<file path="config.mk">
export PLATFORM = sky130hd
export DESIGN_NAME = answer_judge
export DESIGN_NICKNAME = d
export VERILOG_FILES = /design/src/rtl/answer_judge.sv
export SDC_FILE = /design/constraint.sdc
export NUM_CORES = 1
export LEC_CHECK = 0
export ABC_AREA = 1
export CAP_MARGIN = 40
export CORE_ASPECT_RATIO = 2
export CORE_MARGIN = 1
export CORE_UTILIZATION = 52
export DETAILED_ROUTE_END_ITERATION = 7
export HOLD_SLACK_MARGIN = 0.05
export PLACE_DENSITY = 0.76
export SYNTH_ARGS = -nofsm -noshare
export SYNTH_HDL_FRONTEND = slang
export SYNTH_SLANG_ARGS = --single-unit
</file>
<file path="constraint.sdc">
create_clock -name CLK -period 3.2 [get_ports CLK]
set_input_delay 0.64 -clock CLK [delete_from_list [all_inputs] [get_ports CLK]]
set_output_delay 0.64 -clock CLK [all_outputs]
set_load 0.05 [all_outputs]
</file>
<file path="src/rtl/answer_judge.sv">
// Factor-answer judge: arms on START, checks player factor pairs, reports local/opponent/timeout result.
// Optional feature macro ANSWER_JUDGE_TIMEOUT_EN adds an answer-window timeout (result 11).
module answer_judge #(
  parameter int unsigned TW          = 8,
  parameter int unsigned TIMEOUT_CYC = 1000
) (
  input  logic            CLK,
  input  logic            RST,
  input  logic            START,
  input  logic [TW-1:0]   TARGET,
  input  logic [TW/2-1:0] FACT_A,
  input  logic [TW/2-1:0] FACT_B,
  input  logic            SUBMIT,
  input  logic            OPP_DONE,
  output logic [1:0]      JUDG,
  output logic [1:0]      WRONG,
  output logic            QUE,
  output logic            BUSY
);

  localparam int unsigned HW = TW / 2;

  localparam logic [1:0] RES_NONE    = 2'b00;
  localparam logic [1:0] RES_LOCAL   = 2'b01;
  localparam logic [1:0] RES_OPP     = 2'b10;
  localparam logic [1:0] WRONG_MAX   = 2'b11;

  typedef enum logic [2:0] {
    S_IDLE   = 3'd0,
    S_ARMED  = 3'd1,
    S_CHECK  = 3'd2,
    S_REPORT = 3'd3,
    S_NEXT   = 3'd4
  } state_t;

  if (TIMEOUT_CYC == 0) begin : g_timeout_cfg_err
    $error("answer_judge: TIMEOUT_CYC must be nonzero");
  end

  state_t          state_q, state_d;
  logic [TW-1:0]   target_q, target_d;
  logic [HW-1:0]   fa_q, fa_d;
  logic [HW-1:0]   fb_q, fb_d;
  logic [1:0]      wrong_q, wrong_d;
  logic [1:0]      judg_q, judg_d;
  logic            que_q, que_d;
  logic            busy_q, busy_d;
  logic [TW-1:0]   product_c;
  logic            correct_c;
  logic            timeout_c;

  // Full-width product so no factor pair can alias onto the target by truncation.
  assign product_c = TW'(fa_q) * TW'(fb_q);
  assign correct_c = (product_c == target_q) && (fa_q >= HW'(2)) && (fb_q >= HW'(2));

`ifdef ANSWER_JUDGE_TIMEOUT_EN
  localparam int unsigned    TMW       = $clog2(TIMEOUT_CYC + 2);
  localparam logic [TMW-1:0] TIMER_LIM = TMW'(TIMEOUT_CYC);
  localparam logic [1:0]     RES_TIMEOUT = 2'b11;

  logic [TMW-1:0] timer_q, timer_d;

  // Saturating count of ARMED/CHECK cycles since the accepted START.
  assign timeout_c = (timer_q >= TIMER_LIM);

  always_comb begin
    timer_d = timer_q;
    if ((state_q == S_IDLE) && START) begin
      timer_d = '0;
    end else if (((state_q == S_ARMED) || (state_q == S_CHECK)) && !timeout_c) begin
      timer_d = timer_q + TMW'(1);
    end
  end

  always_ff @(posedge CLK) begin
    if (RST) timer_q <= '0;
    else     timer_q <= timer_d;
  end
`else
  assign timeout_c = 1'b0;
`endif

  // Next-state and registered-output logic.
  always_comb begin
    state_d  = state_q;
    target_d = target_q;
    fa_d     = fa_q;
    fb_d     = fb_q;
    wrong_d  = wrong_q;
    judg_d   = RES_NONE;
    que_d    = 1'b0;

    case (state_q)
      S_IDLE: begin
        if (START) begin
          state_d  = S_ARMED;
          target_d = TARGET;
          wrong_d  = 2'b00;
        end
      end
      S_ARMED: begin
        if (timeout_c) begin
`ifdef ANSWER_JUDGE_TIMEOUT_EN
          state_d = S_REPORT;
          judg_d  = RES_TIMEOUT;
`endif
        end else if (OPP_DONE) begin
          state_d = S_REPORT;
          judg_d  = RES_OPP;
        end else if (SUBMIT && (wrong_q != WRONG_MAX)) begin
          state_d = S_CHECK;
          fa_d    = FACT_A;
          fb_d    = FACT_B;
        end
      end
      S_CHECK: begin
        if (correct_c) begin
          state_d = S_REPORT;
          judg_d  = RES_LOCAL;
        end else begin
          if (wrong_q != WRONG_MAX) wrong_d = wrong_q + 2'd1;
          if (OPP_DONE) begin
            state_d = S_REPORT;
            judg_d  = RES_OPP;
          end else begin
            state_d = S_ARMED;
          end
        end
      end
      S_REPORT: begin
        state_d = S_NEXT;
        que_d   = 1'b1;
      end
      S_NEXT: begin
        state_d = S_IDLE;
      end
      default: begin
        state_d = S_IDLE;
      end
    endcase

    busy_d = (state_d != S_IDLE);
  end

  always_ff @(posedge CLK) begin
    if (RST) begin
      state_q  <= S_IDLE;
      target_q <= '0;
      fa_q     <= '0;
      fb_q     <= '0;
      wrong_q  <= '0;
      judg_q   <= RES_NONE;
      que_q    <= 1'b0;
      busy_q   <= 1'b0;
    end else begin
      state_q  <= state_d;
      target_q <= target_d;
      fa_q     <= fa_d;
      fb_q     <= fb_d;
      wrong_q  <= wrong_d;
      judg_q   <= judg_d;
      que_q    <= que_d;
      busy_q   <= busy_d;
    end
  end

  assign JUDG  = judg_q;
  assign WRONG = wrong_q;
  assign QUE   = que_q;
  assign BUSY  = busy_q;

endmodule

</file>
==> impl_metrics.toml, run 1 <==
[critical_path]
r2r-end = "WRONG[1]"
cp_slowest_cell = "fa_1"
r2r_setup_slack_ns = 0.22
cp.depth = 14
crit_buf_inv = 0
arrival_ns = 3.13
worstPathMaxFanout = 6
crit_start = "fb_q[3]"
crit_family = "adder cells"
critPathRequiredTime_ns = 3.36
cp-endpoint = "WRONG[1]"
path_class = "flop to flop"
start_kind = "flop"
worst_path_largest_cell_delay_ns = 0.57
path_cells = "nand2_1 > fa_1 > fa_1 > fa_1 > xor2_1 > nand2_1 > nor2_1 > nand2_1 > nor2_2 > nand3_2 > nand2_1 > nand2_1 > nand2_1 > nor2_1"
crit_path_end_kind = "flop"
timing.critical_path.mode_cell = "nand2_1"
r2r_cells = 14
crit-reg2reg-launch = "fb_q[3]"

[pwr]
ir_drop_mv = 0.2866
power.switching_mw = 0.2251
p_leak_nw = 0.9874
pwr-share-comb = 0.249
p_seq_frac = 0.488
clock_power_share = 0.264
power.density_mw_per_mm2 = 378.9
internal_power_mw = 0.4984
p_sw_frac = 0.3111

[timing]
holdWs_ns = 0.4800
period_share = 0.9304
maxSlewViolCount = 0
relSlewSlack = 0.6424
fin_skew_ns = 0.008171
final.min_clock_period_ns = 2.977
clock.fmax_mhz = 335.9
setup_violations = 0
fin_setup_tns_ns = 0
rsz0062_at_grt = "no"
hold_viol_final = 0
tightest_slew_ns = 0.5348

[yosys]
synth_top_area_cell = "dfxtp_1"
synth_top_area_frac = 0.3244
netlist_area_mm2 = 0.001543
syn-num-nets = 266
synth_common_cells = "nand2_1 (60), inv_1 (39), nor2_1 (26)"
synth-seq-cells = 25
ys_seq_area_frac = 0.3244
synth_area_per_cell_um2 = 6.766
async_flop_share = 0
synth_edf_count = 0
yosys.cell_count.top_type = "nand2_1"
synth.distinct_cells = 19
synthCells = 228
yosys-top-cells-area = "dfxtp_1 (32%), nand2_1 (15%), ha_1 (11%)"
synth_ff_type = "dfxtp_1"
yosys_warnings = 0

[clocking]
clkTransAtPathRegs_ns = 0.09
clk_latency_ns = 0.27
htree_levels = 1
cts_tree = "built"
cts_sinks = 25
clockBufferDepth = 2
cts_made_buffers = 3
postCtsHoldBufs = 0
cts_setup_buffers = 0
root_buffer = "clkbuf_8"

[floorplan]
core_mm2 = 0.002770
initial_core_util = 0.5569
rows = 27
die_w_um = 40.52
die_h_um = 79.03
io_pins = 27
die-area_mm2 = 0.003202

[placement]
port_buffers = 26
placed_area_mm2 = 0.001853
hpwlAfterDp_um = 2733
dp.cells = 283
gp_congestion = 0.7718

[drt]
vias = 1440
routedWlPerCell_um = 11.72
drtPass1Iterations = 5
drt-total-wl_um = 3363
vias_per_cell = 5.017
ant_nets = 0
drt_iter0_markers = 27
drc = 0

[cells_and_area]
n_antenna_cell = 0
area_growth_pct = 23.76
final_area_mm2 = 0.001909
drive_gt1_frac = 0.06589
fin_util = 0.6893
nNetsFinal = 297
layout.cells.non_filler = 287
nFillCells = 253

[global_routing]
grt_pass1_wl_um = 5568
grt_overflow_total = 0
antenna_found_initial = 0
grt_usage = 0.2483
grt_start_max_net_pins = 16
first_global_vias = 1339

[min_path]
min_path_type = "flop to flop"
hold_start = "target_q[5]"

[outcome]
status = "completed"

[flow_run]
max-cap-violations = 0
-- cell usage in the layout, fill, tap and decap left out --
master and n:
a21oi_1 16, buf_4 4, clkbuf_8 3, clkdlybuf4s50_1 26
clkinvlp_4 1, dfxtp_1 23, dfxtp_4 2, fa_1 4
ha_1 13, inv_1 39, inv_2 2, nand2_1 60
nand3_1 12, nand3_2 1, nor2_1 26, nor2_2 2
nor3_1 3, o21ai_0 14, o21ai_2 1, or2_2 1
xnor2_1 2, xor2_1 3
-- repair_timing --
| action | 4_1_cts | 5_1_grt |
|---|---|---|
| gates resized for setup | 0 | 4 |
| endpoints found under the hold margin | 0 | 0 |
| setup endpoints to repair | 0 | 4 |
-- registers in the layout (all words and copies together), names as in the netlist --
name,count
fb_q,4
QUE,1
state_q,3
target_q,8
JUDG,2
BUSY,1
fa_q,4
WRONG,2
-- power groups by stage --
stage | Sequential [mW] | Clock (mW) | Combinational (mW)
2_1_floorplan | 0.384 | 0 | 0.0909
3_3_place_gp | 0.360 | 0 | 0.177
3_5_place_dp | 0.361 | 0 | 0.180
4_1_cts | 0.354 | 0.194 | 0.181
5_1_grt | 0.357 | 0.206 | 0.203
6_report | 0.353 | 0.191 | 0.180
-- worst min-delay path, stage by stage, from the launching register on --
cell and delay (ns):
dfxtp_1 0.32, inv_1 0.07, a21oi_1 0.05
-- how the worst min path moves through the flow --
stage                  endpoint  depth (start not counted)
finish              target_q[5]                          2
global route        target_q[4]                          2
CTS                 target_q[5]                          2
detailed placement  target_q[5]                          2
global placement    target_q[5]                          2
floorplan           target_q[5]                          2
-- area by class of cell --
cell class / instances / area [um2] / share of cell area
Tap cell: 29 / 36.28 / 0.01900
Clock buffer: 3 / 41.29 / 0.02163
Clock inverter: 1 / 7.507 / 0.003932
Multi-Input combinational cell: 158 / 872.1 / 0.4567
Timing Repair Buffer: 30 / 290.3 / 0.1520
Inverter: 41 / 153.9 / 0.08060
Sequential cell: 25 / 508.0 / 0.2661
-- logic make-up (layout without fill, tap and decap cells) --
group | after synthesis | in the layout | share of synthesized area
buffers and inverters | 45 | 75 | 0.1103
flip-flops | 25 | 25 | 0.3244
AO/OA/AOI/OAI | 31 | 31 | 0.1030
XOR/XNOR | 5 | 5 | 0.02839
adder cells (fa/ha/maj) | 17 | 17 | 0.1573
AND/OR/NAND/NOR | 105 | 105 | 0.2766
-- per-stage QoR --
stage                     setup WS, ns  total power, mW
after floorplan                 0.2706           0.4745
after global placement          0.1254           0.5372
after detailed placement       0.05156           0.5407
after CTS                      0.02432           0.7296
after global routing           0.02437           0.7658
final                           0.2228           0.7235
-- layer usage --
| layer | GRT usage | part of all wire |
|---|---|---|
| met1 | 0.2621 | 0.40 |
| met3 | 0.02793 | 0.022 |
| met5 | 0 | 0 |
| met2 | 0.4587 | 0.57 |
| met4 | 0.08000 | 0.013 |
Power figures use the tool's default switching activity.
==> inputs of run 2 (changes only) <==
==> constraint.sdc (replaced) <==
create_clock -name CLK -period 3.2 [get_ports CLK]
set_input_delay 0.48 -clock CLK [delete_from_list [all_inputs] [get_ports CLK]]
set_output_delay 0.48 -clock CLK [all_outputs]
set_load 0.05 [all_outputs]
==> results of run 2 <==
The final DEF is identical to that of run 1; final timing and power are the same.
==> inputs of run 3 (changes only) <==
--- a/config.mk
+++ b/config.mk
@@ -7,12 +7,13 @@
 export LEC_CHECK = 0
 export ABC_AREA = 1
 export CAP_MARGIN = 40
-export CORE_ASPECT_RATIO = 2
 export CORE_MARGIN = 1
-export CORE_UTILIZATION = 52
+export CORE_UTILIZATION = 60
 export DETAILED_ROUTE_END_ITERATION = 7
+export DONT_BUFFER_PORTS = 1
+export GPL_ROUTABILITY_DRIVEN = 0
 export HOLD_SLACK_MARGIN = 0.05
-export PLACE_DENSITY = 0.76
+export PLACE_DENSITY = 0.73
 export SYNTH_ARGS = -nofsm -noshare
 export SYNTH_HDL_FRONTEND = slang
 export SYNTH_SLANG_ARGS = --single-unit
==> impl_metrics.toml, run 3 (synthesis gave the netlist of run 1 again) <==
[outcome]
status = "completed"

[drt]
drt_iter0_markers = 36
routedWlPerCell_um = 10.94
drt-total-wl_um = 2866
vias_per_cell = 5.046
drtPass1Iterations = 4
drc = 0
ant_nets = 0
vias = 1322

[critical_path]
cp.depth = 14
worstPathMaxFanout = 6
arrival_ns = 3.28
path_cells = "nand2_1 > fa_1 > fa_1 > fa_1 > xor2_1 > nand2_1 > nor2_1 > nand2_1 > nor2_2 > nand3_2 > nand2_1 > nand2_1 > nand2_1 > nor2_1"
crit_buf_inv = 0
critPathRequiredTime_ns = 3.44
crit_family = "adder cells"
cp_slowest_cell = "fa_1"
start_kind = "flop"
timing.critical_path.mode_cell = "nand2_1"
r2r_cells = 14
worst_path_largest_cell_delay_ns = 0.56
path_class = "flop to flop"
crit_path_end_kind = "flop"

[clocking]
cts_tree = "built"
clockBufferDepth = 2
postCtsHoldBufs = 0
root_buffer = "clkbuf_4"
htree_levels = 1
clk_latency_ns = 0.32
cts_made_buffers = 3
cts_sinks = 25
clkTransAtPathRegs_ns = 0.14

[cells_and_area]
drive_gt1_frac = 0.07328
largest_reg_flops = 8
regMostFlops = "target_q"
top_regs = "target_q: 8 flops, fa_q: 4 flops, fb_q: 4 flops"
n_antenna_cell = 0
area_growth_pct = 5.434
mostFrequentLayoutCell = "nand2_1"
nNetsFinal = 271
most-common-layout-cells = "nand2_1 (60), inv_1 (39), nor2_1 (26)"

[timing]
maxSlewViolCount = 0
clock.fmax_mhz = 329.5
rsz0062_at_grt = "no"
setup_violations = 0
fin_skew_ns = 0.01131
relSlewSlack = 0.6241
final.min_clock_period_ns = 3.035
hold_viol_final = 0
fin_setup_tns_ns = 0
period_share = 0.9485
tightest_slew_ns = 0.5631
fin_ws_ns = 0.1647

[floorplan]
rows = 18
initial_core_util = 0.6284
core_mm2 = 0.002455
die-area_mm2 = 0.002778
die_w_um = 52.71
die_h_um = 52.71
io_pins = 27

[pwr]
p_sw_frac = 0.3278
clock_power_share = 0.223
power.switching_mw = 0.2076
p_seq_frac = 0.598
internal_power_mw = 0.4256
power.density_mw_per_mm2 = 389.3
ir_drop_mv = 0.3622
p_leak_nw = 0.8838
pwr-share-comb = 0.180

[global_routing]
first_global_vias = 1076
use_met1 = 0.3043
met2_usage = 0.3291
antenna_found_initial = 0
grt_start_max_net_pins = 15
grt_overflow_total = 0
busiest_layer = "met2"
grt_usage = 0.2193
grt_pass1_wl_um = 4395
grt_use_met3 = 0.04928

[min_path]
min_path_type = "primary input to flop"
worstHoldPathCells = 1

[placement]
port_buffers = 0
pre_cts_ws_ns = 0.06492
hpwlAfterDp_um = 2353

[flow_run]
max-cap-violations = 0
[run 3: cell count changes in the layout (fill, tap and decap cells not counted), sizes merged]
cell / delta
clkdlybuf4s50: -26
clkinv: +1
clkinvlp: -1
[run 3: area by class of cell]
type | count | area, um2
multi-input cells | 158 | 872.1
fillers | 228 | 828.3
flip-flops and latches | 25 | 505.5
inverters | 41 | 153.9
well taps | 30 | 37.54
repair buffers | 4 | 30.03
clock buffers | 3 | 22.52
clock inverters | 1 | 5.005
[run 3: layer usage]
| metal | vias to the layer above | wire [um] |
|---|---|---|
| li1 | 710 | - |
| met1 | 583 | 1438 |
| met2 | 25 | 1284 |
| met3 | 4 | 107 |
| met4 | 0 | 35 |
| met5 | - | 0 |
[run 3: worst register-to-register path, stage by stage (launching register included)]
cell     delay (ns)
dfxtp_4        0.39
nand2_1        0.08
fa_1           0.55
fa_1           0.46
fa_1           0.56
xor2_1         0.16
nand2_1        0.08
nor2_1         0.09
nand2_1        0.07
nor2_2         0.13
nand3_2        0.14
nand2_1        0.10
nand2_1        0.07
nand2_1        0.06
nor2_1         0.04
[run 3: path summary, 6_finish.rpt]
path	from	endpoint	slack [ns]
max	fb_q[3]	WRONG[1]	0.16
min	RST	target_q[3]	0.20
max reg2reg	fb_q[3]	WRONG[1]	0.16
min reg2reg	target_q[4]	target_q[4]	0.48
[run 3: per-stage QoR]
stage,hold slack (ns),cell area [um2],total power [mW],cells,util
final,0.2003,1627,0.6332,262,0.6626
after global routing,0.1925,1627,0.6648,262,0.6626
after CTS,0.2027,1622,0.6349,262,0.6606
after detailed placement,0.4658,1594,0.4995,258,0.6493
after global placement,0.4593,1594,0.4926,258,0.6493
after floorplan,0.4433,1543,0.4745,228,-
[run 3: timing repair]
item	CTS	global route
gates resized for setup	0	3
setup endpoints to repair	0	4
setup buffers	0	0
[run 3: power by group through the flow]
| stage | logic (mW) | clock network (mW) | registers [mW] |
|---|---|---|---|
| 2_1_floorplan | 0.0909 | 0 | 0.384 |
| 3_3_place_gp | 0.107 | 0 | 0.385 |
| 3_5_place_dp | 0.113 | 0 | 0.386 |
| 4_1_cts | 0.114 | 0.142 | 0.379 |
| 5_1_grt | 0.131 | 0.151 | 0.382 |
| 6_report | 0.114 | 0.141 | 0.379 |
